$ cat config.mk
export PLATFORM = sky130hd
export DESIGN_NAME = flash_read_arbiter
export DESIGN_NICKNAME = d
export VERILOG_FILES = /design/src/rtl/flash_read_arbiter.sv
export SDC_FILE = /design/constraint.sdc
export NUM_CORES = 1
export LEC_CHECK = 0
export ABC_AREA = 1
export CELL_PAD_IN_SITES_DETAIL_PLACEMENT = 0
export CELL_PAD_IN_SITES_GLOBAL_PLACEMENT = 2
export CORE_MARGIN = 2
export CORE_UTILIZATION = 25
export CTS_CLUSTER_SIZE = 28
export DETAILED_ROUTE_END_ITERATION = 16
export PLACE_DENSITY_LB_ADDON = 0.1
export SYNTH_ARGS = -nofsm -noshare
export SYNTH_HDL_FRONTEND = slang
export SYNTH_SLANG_ARGS = --single-unit
$ cat constraint.sdc
create_clock -name CLK_50M -period 4 [get_ports CLK_50M]
set_input_delay 0.8 -clock CLK_50M [delete_from_list [all_inputs] [get_ports CLK_50M]]
set_output_delay 0.8 -clock CLK_50M [all_outputs]
set_load 0.05 [all_outputs]
$ cat src/rtl/flash_read_arbiter.sv
// Purpose: round-robin arbiter giving two requesters one-at-a-time access to the flash read port.
// Latency: the grant edge is followed by 3 cycles minimum to done; one IDLE cycle separates transactions.
// Backpressure: waitrequest holds ISSUE; a watchdog aborts after TIMEOUT cycles with data=0 + timeout_err.
// Ports:
//   CLK_50M, reset (async, active-high)
//   req0/req1, addr0/addr1                   requester side (level request, address sampled at grant)
//   done0/done1, data0/data1                 one-cycle done pulse and a held read word per requester
//   busy, grant, timeout_err                 status: any transaction, current owner, watchdog abort
//   flash_mem_*                              Avalon-MM read master toward flash_inst
module flash_read_arbiter #(
  parameter int ADDR_W  = 23,
  parameter int DATA_W  = 32,
  parameter int TIMEOUT = 255
) (
  input  logic              CLK_50M,
  input  logic              reset,
  input  logic              req0,
  input  logic              req1,
  input  logic [ADDR_W-1:0] addr0,
  input  logic [ADDR_W-1:0] addr1,
  output logic              done0,
  output logic              done1,
  output logic [DATA_W-1:0] data0,
  output logic [DATA_W-1:0] data1,
  output logic              busy,
  output logic              grant,
  output logic              timeout_err,
  output logic              flash_mem_read,
  output logic [ADDR_W-1:0] flash_mem_address,
  output logic [3:0]        flash_mem_byteenable,
  input  logic              flash_mem_waitrequest,
  input  logic              flash_mem_readdatavalid,
  input  logic [DATA_W-1:0] flash_mem_readdata
);

  localparam int CNT_W = $clog2(TIMEOUT + 1);
  localparam logic [CNT_W-1:0] CNT_MAX = CNT_W'(TIMEOUT);

  typedef enum logic [1:0] {IDLE, ISSUE, WAIT_DATA, RESPOND} state_t;

  state_t            state, state_nxt;
  logic              grant_r;
  logic              last_grant;
  logic              pick;
  logic              timed_out;
  logic [ADDR_W-1:0] addr_r;
  logic [CNT_W-1:0]  cnt;
  logic [CNT_W-1:0]  cnt_inc;
  logic              hit;
  logic              capture;
  logic              abort;

  // Round-robin pick: on a tie the requester that did not go last wins.
  always_comb begin
    pick = req1;
    if (req0 && req1) pick = ~last_grant;
  end

  // Saturating watchdog count; hit means this edge would bring it to TIMEOUT.
  always_comb begin
    cnt_inc = (cnt == CNT_MAX) ? cnt : cnt + 1'b1;
    hit     = (cnt_inc == CNT_MAX);
  end

  // Data arriving on the final allowed cycle is taken rather than aborted.
  assign capture = (state == WAIT_DATA) && flash_mem_readdatavalid;
  assign abort   = hit && ((state == ISSUE) ||
                           ((state == WAIT_DATA) && !flash_mem_readdatavalid));

  // State register
  always_ff @(posedge CLK_50M or posedge reset) begin
    if (reset) state <= IDLE;
    else       state <= state_nxt;
  end

  // Next-state logic
  always_comb begin
    state_nxt = state;
    case (state)
      IDLE:      if (req0 || req1) state_nxt = ISSUE;
      ISSUE:     if (hit) state_nxt = RESPOND;
                 else if (!flash_mem_waitrequest) state_nxt = WAIT_DATA;
      WAIT_DATA: if (capture || hit) state_nxt = RESPOND;
      RESPOND:   state_nxt = IDLE;
      default:   state_nxt = IDLE;
    endcase
  end

  // Transaction datapath: owner, address, watchdog, result words.
  always_ff @(posedge CLK_50M or posedge reset) begin
    if (reset) begin
      grant_r    <= 1'b0;
      last_grant <= 1'b1;
      addr_r     <= '0;
      cnt        <= '0;
      timed_out  <= 1'b0;
      data0      <= '0;
      data1      <= '0;
    end else begin
      case (state)
        IDLE: begin
          if (req0 || req1) begin
            grant_r   <= pick;
            addr_r    <= pick ? addr1 : addr0;
            cnt       <= '0;
            timed_out <= 1'b0;
          end
        end
        ISSUE, WAIT_DATA: begin
          cnt <= cnt_inc;
          if (capture) begin
            if (grant_r) data1 <= flash_mem_readdata;
            else         data0 <= flash_mem_readdata;
          end else if (abort) begin
            timed_out <= 1'b1;
            if (grant_r) data1 <= '0;
            else         data0 <= '0;
          end
        end
        RESPOND: last_grant <= grant_r;
        default: ;
      endcase
    end
  end

  // Outputs decoded from state so reset drops the read strobe immediately.
  always_comb begin
    flash_mem_read = (state == ISSUE);
    busy           = (state != IDLE);
    done0          = (state == RESPOND) && !grant_r;
    done1          = (state == RESPOND) &&  grant_r;
    timeout_err    = (state == RESPOND) &&  timed_out;
  end

  assign grant                = grant_r;
  assign flash_mem_address    = addr_r;
  assign flash_mem_byteenable = 4'hF;

endmodule
### Word-level counts from Yosys, hierarchy flattened

Cells that the tools add are included.

| word-level totals | value |
|---|---|
| bits in registers | 100 |
| input port bits | 84 |
| output and inout port bits | 97 |
| word-level logic and storage cells | 69 |

| cells by class | value |
|---|---|
| add/sub/neg operators | 1 |
| equal/unequal tests | 14 |
| muxes and demuxes | 22 |
| bitwise logic cells | 1 |
| reductions and logical operators | 23 |

Operator list:

| cell | number |
|---|---|
| 2-to-1 mux 32 bit | 8 |
| 2-to-1 mux 23 bit | 1 |
| equality test 8 bit, second input constant | 2 |
| 2-to-1 mux 8 bit | 2 |
| case mux 8 bit (2 select lines) | 1 |
| != test 2 bit, second input constant | 7 |
| AND reduction 4 bit | 3 |
| adder 8 x 1 -> 8 bit, second input constant | 1 |
| 2-to-1 mux 2 bit | 4 |
| case mux 2 bit (4 select lines) | 1 |
| logical AND 1 bit | 7 |
| nonzero test 2 bit | 3 |
| equality test 2 bit, second input constant | 2 |
| 2-to-1 mux 1 bit | 4 |
| AND reduction 2 bit | 2 |
| logical OR 1 bit | 3 |
| != test 3 x 2 -> 1 bit, second input constant | 1 |
| AND reduction 3 bit | 1 |
| equality test 2 x 1 -> 1 bit, second input constant | 1 |
| logical NOT 1 bit | 2 |
| logical NOT 2 bit | 1 |
| != test 2 x 1 -> 1 bit, second input constant | 1 |
| case mux 1 bit (2 select lines) | 1 |
| OR reduction 2 bit | 1 |
| NOT 1 bit | 1 |

### Depth between registers and ports, before layout

| logic depth | value |
|---|---|
| word-level depth | 7 |
| depth in mapped cells | 14 |
| gate-level depth less buffers | 13 |

### Worst setup path before layout

Ideal clock, no wire load.

| path | value |
|---|---|
| kind | flip-flop to output port |
| start point | reg grant_r (netlist: grant) |
| end point | out done0 |
| data arrival time | 1.662 ns |
| data required time | 3.200 ns |
| slack | 1.538 ns |
| cell stages (with the launch flop) | 4 |
| buffers on the path | 2 |
| cells stage by stage | dfrtp_1 -> buf_2 -> buf_1 -> nor2_1 |

| on the way | value |
|---|---|
| longest elaborated chain between the ends | 2 |

RTL lines:

| item | RTL line | text |
|---|---|---|
| start: declaration | 42 | `logic grant_r;` |
| start signal: assignment | 103 | `grant_r <= pick;` |
| logical NOT 1 bit | 130 | `done0 = (state == RESPOND) && !grant_r;` |
| logical AND 1 bit | 130 |  |
| end: declaration | 21 | `output logic done0,` |

No other way between the ends.

### Final worst setup path

| path | value |
|---|---|
| start point | reg state[0] |
| end point | out busy |

| on the way | value |
|---|---|
| longest elaborated chain between the ends | 1 |

RTL lines:

| item | RTL line | text |
|---|---|---|
| start: declaration | 41 | `state_t state, state_nxt;` |
| start signal: assignment | 73 | `else state <= state_nxt;` |
| nonzero test 2 bit | 129 | `busy = (state != IDLE);` |
| end: declaration | 25 | `output logic busy,` |

No other way between the ends.

==> impl_results.md <==
* Total wire length at 15330 um
* First-pass GRT wire length at 24000 um
* CP Data Required Time at 3.20 ns
* Register area at 2504 um2
* Worst min-delay path class: register to register
* CTS Buf Count at 9
* Max Buffers Root-to-Sink at 2
* Crit start category: register
* Sequential area share after synthesis at 53.30%
* GPL Wtd Cong at 0.7748
* Fmax at 0.3542 GHz
* DRT Pass-1 Iters at 4
* Clk_lat worst skew at 0.35 ns
* Pins Over Slew Limit at 0
* Synth-to-Final Area Change at 47.63%
* Number of port buffers at 176
* Clock sink count at 100
* Starting Density at 25.28%
* Critical path arrival at 2.02 ns
* Comb power frac at 59.2%
* Leading cell types in the layout, fill and taps excluded: clkdlybuf4s50_1, nand2_1, dfrtp_1
* Die width at 141.1 um
* CP Max Fanout at 5
* Largest net degree at the start of global routing at 65
* Vias in the first global route at 4270
* Setup CP Type: register to primary output
* Commonest non-fill, non-tap cell in the layout: clkdlybuf4s50_1
* Final Hold Viols at 0
* IO Pins at 181
* Initial antenna violation count at 0
* Core area at 18580 um2
* Yosys warns at 0
* Die area at 19900 um2
* Final setup TNS at 0 ns
* Outcome: finished clean
* Slew @ Worst Pin at 0.9623 ns
* Leak at 0.003177 uW
* Slack of the critical path at 1.177 ns
* CP max stage delay at 0.81 ns
* R2R setup slack at 1.31 ns
* Internal Power at 3210 uW
* Post-layout nets at 803
* Syn Area/Cell at 8.418 um2
* Post-CTS setup buffer count at 0
* Mapped Cells at 558
* Chip height at 141.1 um
* RSZ-0062 raised after global routing: false
* Overflow after GRT at 0
* Critical path cell sequence: inv_1, ha_2, inv_1, clkdlybuf4s50_1
* DRC at 0
* H-tree levels at 3
* Seq cells post-synth at 100
* Post-DP HPWL at 10270 um
* CTS root buf: clkbuf_16
* Fraction of layout cells with a size suffix above 1 at 7.789%
* Antenna-violating nets left at 0
* Clock Skew at 0.01025 ns
* Post-CTS Hold Buffers at 0
* Final setup fails at 0
* Cell Rows at 50
* CP max-delay cell: clkdlybuf4s50_1
* Part of the power in the clock network at 14.1%
* Worst Setup End Kind: primary output
* Detailed Route Iter0 Violations at 161
* Netlist cell types at 24
* Avg WL per Cell at 16.09 um
* Antenna Cells at 0
* TritonCTS clock tree: built
* PostCTS Resize Cnt at 0
* Peak VDD IR at 0.3073 mV
* Post-Synthesis Cell Area at 4697 um2
* Slew margin rel. at 35.62%
* Register share of total power at 26.8%
* Fill cell total of the finished layout at 1904
* DP Worst Slack at 1.049 ns
* Via density at 4.596
* MaxCap Viol Count at 0
* GRT Total Usage at 15.37%
* Most numerous cell on the critical path: inv_1
* DR vias at 4380
* Min Tclk post-route at 2.823 ns
* P per Cell Area at 973.4 nW/um2
* Sw Share at 52.44%
* Multi-input logic area at 1894 um2
* Final period util at 70.57%
* Net Sw Power at 3539 uW
* Clock slew at reported path FFs at 0.07 ns
==> area by class of cell <==
| cell class | instances | area share [%] |
|---|---|---|
| inverter | 26 | 1.444 |
| timing repair buffer | 183 | 26.34 |
| clock buffer | 10 | 3.302 |
| tap | 234 | 4.222 |
| clock inverter | 6 | 1.263 |
| multi-input combinational | 394 | 27.32 |
| sequential | 100 | 36.11 |
==> through the flow <==
step / power, uW / instance area, um2 / std cells / utilization [%] / hold slack (ns)
floorplan: 4417 / 4708 / 561 / - / 0.4416
global placement: 5834 / 6618 / 937 / 35.62 / 0.4535
detailed placement: 5851 / 6618 / 937 / 35.62 / 0.4575
CTS: 6835 / 6934 / 953 / 37.32 / 0.4764
global route: 7157 / 6934 / 953 / 37.32 / 0.4874
finish: 6750 / 6934 / 953 / 37.32 / 0.4717
==> metal layers <==
layer	up-vias	track usage, %	share of wire, %	wire (um)
met3	16	5.197	8.1	1249
met4	0	4.895	1.7	263
met2	134	23.84	45	6862
met1	2071	20.26	45	6957
met5	-	0	0	0
li1	2159	-	-	-
==> sequential cells by signal, indices dropped and copies added (netlist names) <==
name / flops
data0: 32
data1: 32
flash_mem_address: 23
cnt: 8
state: 2
grant: 1
last_grant: 1
timed_out: 1
==> synthesized netlist by cell type <==
library cell	instances	area share, %
a21oi_1	2	0.21
nand2_4	1	0.24
conb_1	1	0.080
nor2_1	29	2.3
nand3_1	21	2.2
a22o_1	1	0.19
clkbuf_1	29	2.3
o21ai_1	1	0.11
ha_1	5	1.3
buf_2	1	0.11
nand3_2	1	0.21
buf_1	1	0.080
o21ai_0	60	6.4
dfrtp_1	99	53
nand4_1	66	8.8
buf_4	4	0.64
dfstp_2	1	0.56
nor2_4	2	0.48
nand2_2	24	3.2
clkinv_1	1	0.080
inv_1	25	2.0
buf_6	6	1.4
nand2_1	175	14
nor2_2	2	0.27
==> power groups by stage <==
stage                     clock, uW  sequential [uW]  combinational, uW
after CTS                       986             1810               4040
after floorplan                   0             3230               1190
after global routing           1020             1870               4270
final                           949             1810               3990
after global placement            0             1820               4020
after detailed placement          0             1820               4030
==> kinds of logic (layout without fill, tap and decap cells) <==
kind of cell | Yosys count | after routing | share of synthesized area (%)
other | 1 | 4 | 0.07984
buffers and inverters | 67 | 225 | 6.659
adders and majority gates | 5 | 5 | 1.332
and+or+nand+nor | 321 | 321 | 31.73
DFF | 100 | 100 | 53.30
AOI/OAI and AO/OA | 64 | 64 | 6.899
==> final timing paths <==
path	start	cells past startpoint	endpoint
setup / recovery	state[0]	4	busy
hold / removal	data1[8]	2	data1[8]
setup reg to reg	state[0]	9	data0[21]
hold reg to reg	data1[8]	2	data1[8]
max in group asynchronous	reset	3	data1[11]
min in group asynchronous	reset	2	flash_mem_address[0]
==> critical path, delay by kind of cell (launching register included) <==
family                   cells  cell delay [ns]
buffers and inverters        3             1.01
flip-flops                   1             0.43
adder cells (fa/ha/maj)      1             0.23
Note: power is estimated with default switching activity, not from simulation.
